`src/rtl/and_gate_pkg.sv`:
```
// Shared leaf-library constants for the and_gate primitive.
package and_gate_pkg;

    // Default width of the saturating hit counter.
    localparam int unsigned AND_GATE_CNT_W = 16;

endpackage : and_gate_pkg

```
`src/rtl/and_gate_hit_cnt.sv`:
```
// Saturating event counter with a synchronous clear that beats increment.
module and_gate_hit_cnt
    import and_gate_pkg::*;
#(
    parameter int unsigned CNT_W = AND_GATE_CNT_W
) (
    input  logic             clk,
    input  logic             rst_n,
    input  logic             clr,
    input  logic             inc,
    output logic [CNT_W-1:0] cnt
);

    logic [CNT_W-1:0] cnt_q;
    logic [CNT_W-1:0] cnt_d;

    // Next count: clear wins, otherwise step unless already all-ones.
    always_comb begin
        cnt_d = cnt_q;
        if (clr) begin
            cnt_d = '0;
        end else if (inc && (cnt_q != '1)) begin
            cnt_d = cnt_q + CNT_W'(1);
        end
    end

    // Count register with asynchronous clear on reset.
    always_ff @(posedge clk or negedge rst_n) begin
        if (!rst_n) begin
            cnt_q <= '0;
        end else begin
            cnt_q <= cnt_d;
        end
    end

    assign cnt = cnt_q;

endmodule : and_gate_hit_cnt

```
`src/rtl/and_gate.sv`:
```
// Bitwise AND with a combinational result, a qualified registered copy,
// an all-ones hit flag and a saturating hit counter.
module and_gate
    import and_gate_pkg::*;
#(
    parameter int unsigned WIDTH = 1,
    parameter int unsigned CNT_W = AND_GATE_CNT_W
) (
    input  logic             clk,
    input  logic             rst_n,
    input  logic [WIDTH-1:0] x,
    input  logic [WIDTH-1:0] y,
    output logic [WIDTH-1:0] z,
    input  logic             in_valid,
    input  logic             clr,
    output logic [WIDTH-1:0] z_q,
    output logic             out_valid,
    output logic             hit,
    output logic [CNT_W-1:0] hit_cnt
);

    logic [WIDTH-1:0] and_val;
    logic             all_ones;
    logic [WIDTH-1:0] z_q_r;
    logic             hit_r;
    logic             out_valid_r;

    // Pure gate path: no clock, reset or qualifier involvement.
    assign and_val  = x & y;
    assign z        = and_val;
    assign all_ones = &and_val;

    // Capture the qualified sample; valid tracks in_valid every cycle.
    always_ff @(posedge clk or negedge rst_n) begin
        if (!rst_n) begin
            z_q_r       <= '0;
            hit_r       <= 1'b0;
            out_valid_r <= 1'b0;
        end else begin
            out_valid_r <= in_valid;
            if (in_valid) begin
                z_q_r <= and_val;
                hit_r <= all_ones;
            end
        end
    end

    assign z_q       = z_q_r;
    assign hit       = hit_r;
    assign out_valid = out_valid_r;

    and_gate_hit_cnt #(
        .CNT_W(CNT_W)
    ) u_hit_cnt (
        .clk  (clk),
        .rst_n(rst_n),
        .clr  (clr),
        .inc  (in_valid && all_ones),
        .cnt  (hit_cnt)
    );

endmodule : and_gate

```
`config.mk`:
```
export PLATFORM = sky130hd
export DESIGN_NAME = and_gate
export DESIGN_NICKNAME = d
export VERILOG_FILES = /design/src/rtl/and_gate_pkg.sv /design/src/rtl/and_gate_hit_cnt.sv /design/src/rtl/and_gate.sv
export SDC_FILE = /design/constraint.sdc
export NUM_CORES = 1
export LEC_CHECK = 0
export BUFFER_PORTS_ARGS = -buffer_cell sky130_fd_sc_hd__buf_2
export CORE_UTILIZATION = 34
export DETAILED_ROUTE_END_ITERATION = 6
export PLACE_DENSITY = 0.55
export REMOVE_ABC_BUFFERS = 1
export SLEW_MARGIN = 5
export SYNTH_ARGS = -nofsm -noshare
export SYNTH_HDL_FRONTEND = slang
export SYNTH_SLANG_ARGS = --single-unit
export TNS_END_PERCENT = 10
```
`constraint.sdc`:
```
create_clock -name clk -period 4.2 [get_ports clk]
set_input_delay 0.42 -clock clk [delete_from_list [all_inputs] [get_ports clk]]
set_output_delay 0.42 -clock clk [all_outputs]
set_load 0.01 [all_outputs]
```
; ---- Word level (Yosys, flattened, before mapping)
; Cells that the tools add are included.
; W data, S select, Z words.
[totals]
elab_cells = 11
input_bits = 6
ff_bits = 18
[op_classes]
bitwise_logic = 1
n_mux = 2
n_addsub = 1
n_eq_ne = 1
reduce_logical = 3
[op_table]
columns = op, count
row1 = $mux W16, 2
row2 = $add A16 B1 Y16 const B, 1
row3 = $ne A16 B16 Y1 const B, 1
row4 = $logic_and A1 B1 Y1, 2
row5 = $reduce_bool A2 Y1, 1
row6 = $and A1 B1 Y1, 1

; ---- Longest topological paths before layout
[logic_depth]
word_depth = 5
mapped_depth = 6
mapped_depth_nobuf = 5

; ---- By module
; A second synthesis with hierarchy kept.
[hier_totals]
cells_unflattened = 104
hier_area_um2 = 1031.0
[by_module_without_submodules]
columns = mod, area_per_inst_um2, cells_per_inst, instances, seq_area_each_um2
row1 = and_gate_hit_cnt, 942.2, 98, 1, 400.4
row2 = and_gate, 88.8, 6, 1, 50.0

; ---- Worst setup path before layout
; No wires, ideal clock.
[synth_path]
path_kind = flip-flop to flip-flop
start = reg u_hit_cnt.cnt_q[0], in the netlist u_hit_cnt.cnt[0]
end = reg u_hit_cnt.cnt_q[1], in the netlist u_hit_cnt.cnt[1]
setup_ns = 0.133
arrival_time_ns = 1.599
path_slack_ns = 2.467
path_stages_with_launch = 7
required_time_ns = 4.067
period_less_slack_ns = 1.733
path_cell_list = dfrtp_1 > ha_1 > nand4_1 > o41ai_4 > buf_6 > mux2i_1 > nor2_1
[synth_between]
elab_chain_len = 3
elab_cells_between_ends = 6
classes_between = 1 x add/sub / 1 x eq/ne / 2 x mux / 2 x reduce/logical
[synth_lines]
columns = element, line
row1 = "start, declared", and_gate_hit_cnt.sv:14  ; logic [CNT_W-1:0] cnt_q;
row2 = "start signal, assigned", and_gate_hit_cnt.sv:32  ; cnt_q <= cnt_d;
row3 = $add A16 B1 Y16 or $ne A16 B16 Y1 (tied branches), "and_gate_hit_cnt.sv:23, and_gate_hit_cnt.sv:22"
row4 = $mux W16 or $logic_and A1 B1 Y1 (tied branches), and_gate_hit_cnt.sv:22  ; end else if (inc && (cnt_q != '1)) begin
row5 = $mux W16 or $reduce_bool A2 Y1 (tied branches), -
; Several ways; a longest one is shown, not always the timed one. The select of a mux whose other input is x is not followed.
; A chain may end at the register's enable or synchronous reset.

; ---- Final worst setup path
[layout_path]
start = reg u_hit_cnt.cnt_q[0], in the netlist u_hit_cnt.cnt[0]
end = reg u_hit_cnt.cnt_q[11], in the netlist u_hit_cnt.cnt[11]
; Same word-level chain as after synthesis.

==> impl_metrics.json <==
{
  "crit_arrival_ns": 2.36,
  "grt_pass1_vias": 866,
  "avgSynthCellArea_um2": 9.90,
  "post_cts_buffers": 0,
  "grt_util_all_layers": 0.152,
  "die_y_um": 56.5,
  "antenna_found_initial": 0,
  "vias_per_cell": 5.55,
  "p_sw_uw": 70.0,
  "start_util": 0.363,
  "path_clk_slew_ns": 0.11,
  "rsz0062_at_grt": "no",
  "diodes": 0,
  "grt_pass1_wl_um": 3870,
  "post_dp_cell_area_um2": 1140,
  "max_slew_margin": 0.408,
  "internal-power_uw": 234,
  "place_hpwl_um": 1560,
  "synth_top_area_share": 0.446,
  "hold_buffers": 0,
  "final_cells": 158,
  "drt-total-wl_um": 2100,
  "crit_type": "reg -> reg",
  "drt_pass1_iterations": 4,
  "design_area_um2": 1180,
  "synthDistinctLibCells": 32,
  "path_cells": "ha_1 > nand4_1 > o41ai_4 > nor4_1 > mux2_1",
  "die-area_um2": 3190,
  "rows": 19,
  "sw_frac_of_total": 0.230,
  "post-place-cells": 154,
  "tns_ns": 0,
  "grt_overflow": 0,
  "drive_above_1_share": 0.339,
  "netlist_instances": 102,
  "n_fill_cell": 283,
  "core_region_area_um2": 2780,
  "cts_resized": 0,
  "irDropWorstVdd_mv": 0.218,
  "grt_max_degree": 20,
  "yosysTopAreaCell": "dfrtp_1",
  "num_io_pins": 26,
  "period_needed_ns": 2.16,
  "min_path_type": "in -> async",
  "crit_fanout": 19,
  "clock_skew_ns": 0.00729,
  "nets": 135,
  "gp_congestion": 0.769,
  "fmax_ghz": 0.462,
  "root_buffer": "clkbuf_4",
  "setup_viol": 0,
  "io_buffers": 25,
  "synth-seq-area-share": 0.446,
  "drt_iter0_markers": 15,
  "final_core_utilization": 0.423,
  "clock_power_share": 0.356,
  "p_comb_frac": 0.064,
  "final_max_slew_viol_count": 0,
  "via_count": 877,
  "worst_ep_required_time_ns": 4.39,
  "p_leak_uw": 0.000539,
  "cp_top_family": "compound AO/OA/AOI/OAI gates",
  "hold_viol_final": 0,
  "wl_per_cell_um": 13.3,
  "cts_buffer_depth": 2,
  "yosysWarnings": 0,
  "worst_pin_slew_ns": 0.885,
  "clock-sinks": 18,
  "status": "finished, final reports clean",
  "synth.area.top_cells": "dfrtp_1 45%, or3_2 5.9%, a21oi_1 5.5%",
  "endpoint_kind": "flip-flop",
  "cts_made_buffers": 3,
  "critPathBufInv": 0,
  "maxCapViolCount": 0,
  "tritoncts": "done",
  "power_frac_seq": 0.579,
  "clock_latency_ns": 0.30,
  "area_delta_synth_final_pct": 16.6,
  "synth-seq-cells": 18,
  "critical_path.slowest_cell": "o41ai_4",
  "ant_nets": 0,
  "start_kind": "flip-flop",
  "cts_max_level": 1,
  "power_density_nw_per_um2": 259,
  "post-route-drc-count": 0,
  "cpPeakStageDelay_ns": 0.76,
  "die_x_um": 56.5,
  "period_share": 0.515,
  "syn_area_um2": 1010
}
[stage by stage]
stage | total power, uW | hold slack [ns] | setup WS, ns
floorplan | 187 | 0.124 | 2.23
global placement | 200 | 0.373 | 2.11
detailed placement | 200 | 0.377 | 2.03
CTS | 310 | 0.0447 | 2.01
global route | 321 | 0.0559 | 1.85
finish | 304 | 0.0250 | 2.04
[synth_stat cells]
cell	instances
a21oi_1	11
a21oi_2	1
and2_1	2
and2b_2	1
and3_1	1
and3_2	1
and4_1	3
buf_4	1
buf_6	1
clkbuf_1	1
clkdlybuf4s18_2	1
dfrtp_1	18
ha_1	1
inv_1	2
mux2_1	1
mux2i_1	2
nand2_1	6
nand2b_1	1
nand3_1	7
nand4_1	3
nand4_2	1
nand4_4	1
nor2_1	5
nor4_1	2
o21ai_0	4
o21ai_1	7
o31ai_1	3
o41ai_4	1
or3_1	1
or3_2	8
or4_1	3
xor2_1	1
[per-layer routing]
metal | GRT usage | vias up | wire length (um)
met5 | 0 | - | 0
met3 | 0.0530 | 2 | 97
met1 | 0.200 | 415 | 1040
li1 | - | 438 | -
met4 | 0.0209 | 0 | 17
met2 | 0.249 | 22 | 950
[flip-flops by register name, summed over array words and instances (netlist names)]
| name | flops |
|---|---|
| u_hit_cnt.cnt | 16 |
| out_valid | 1 |
| hit | 1 |
[power groups by stage]
stage          clock network [uW]  logic (uW)  registers, uW
2_1_floorplan                   0        5.83            181
3_3_place_gp                    0        20.1            180
3_5_place_dp                    0        20.3            180
4_1_cts                       114        20.4            176
5_1_grt                       122        22.5            177
6_report                      109        19.6            176
[path summary, 6_finish.rpt]
check	from	endpoint	slack, ns	depth (start not counted)
min in group clk	in_valid	out_valid	0.27	1
worst max register to register	u_hit_cnt.cnt[0]	u_hit_cnt.cnt[11]	2.04	5
worst min register to register	hit	hit	0.54	2
worst max-delay path	u_hit_cnt.cnt[0]	u_hit_cnt.cnt[11]	2.04	5
worst min-delay path	rst_n	u_hit_cnt.cnt[11]	0.02	1
max in group asynchronous	rst_n	u_hit_cnt.cnt[13]	3.89	1
[final cells by class]
type	count	area, um^2	area share
flip-flops and latches	18	450	0.383
repair buffers	25	125	0.106
well taps	31	38.8	0.0329
inverters	2	7.51	0.00638
multi-input cells	78	519	0.441
clock buffers	4	36.3	0.0308
[cell families (layout without fill, tap and decap cells)]
| kind of cell | after synthesis | count (layout) | synth area share |
|---|---|---|---|
| multiplexers | 3 | 3 | 0.0310 |
| XOR/XNOR | 1 | 1 | 0.00868 |
| flip-flops | 18 | 18 | 0.446 |
| AND/OR/NAND/NOR | 46 | 46 | 0.295 |
| adder cells (fa/ha/maj) | 1 | 1 | 0.0124 |
| AO/OA/AOI/OAI | 27 | 27 | 0.167 |
| buffers and inverters | 6 | 31 | 0.0397 |
[placed cells by master (no fill, tap or decap)]
cell,instances
nand4_1,3
nand3_1,7
and4_1,3
nand2b_1,1
clkbuf_4,3
and3_1,1
or3_2,8
clkbuf_8,1
nand2_1,6
and2b_2,1
nor4_1,2
or3_1,1
and3_2,1
nor2_1,5
o21ai_0,4
ha_1,1
o41ai_4,1
o31ai_1,3
nand4_4,1
inv_1,2
xor2_1,1
mux2i_1,2
mux2_1,1
dfrtp_1,18
buf_2,25
nand4_2,1
a21oi_1,11
o21ai_1,7
a21oi_2,1
or4_1,3
and2_1,2
No activity file was read; power rests on OpenSTA's default activity.
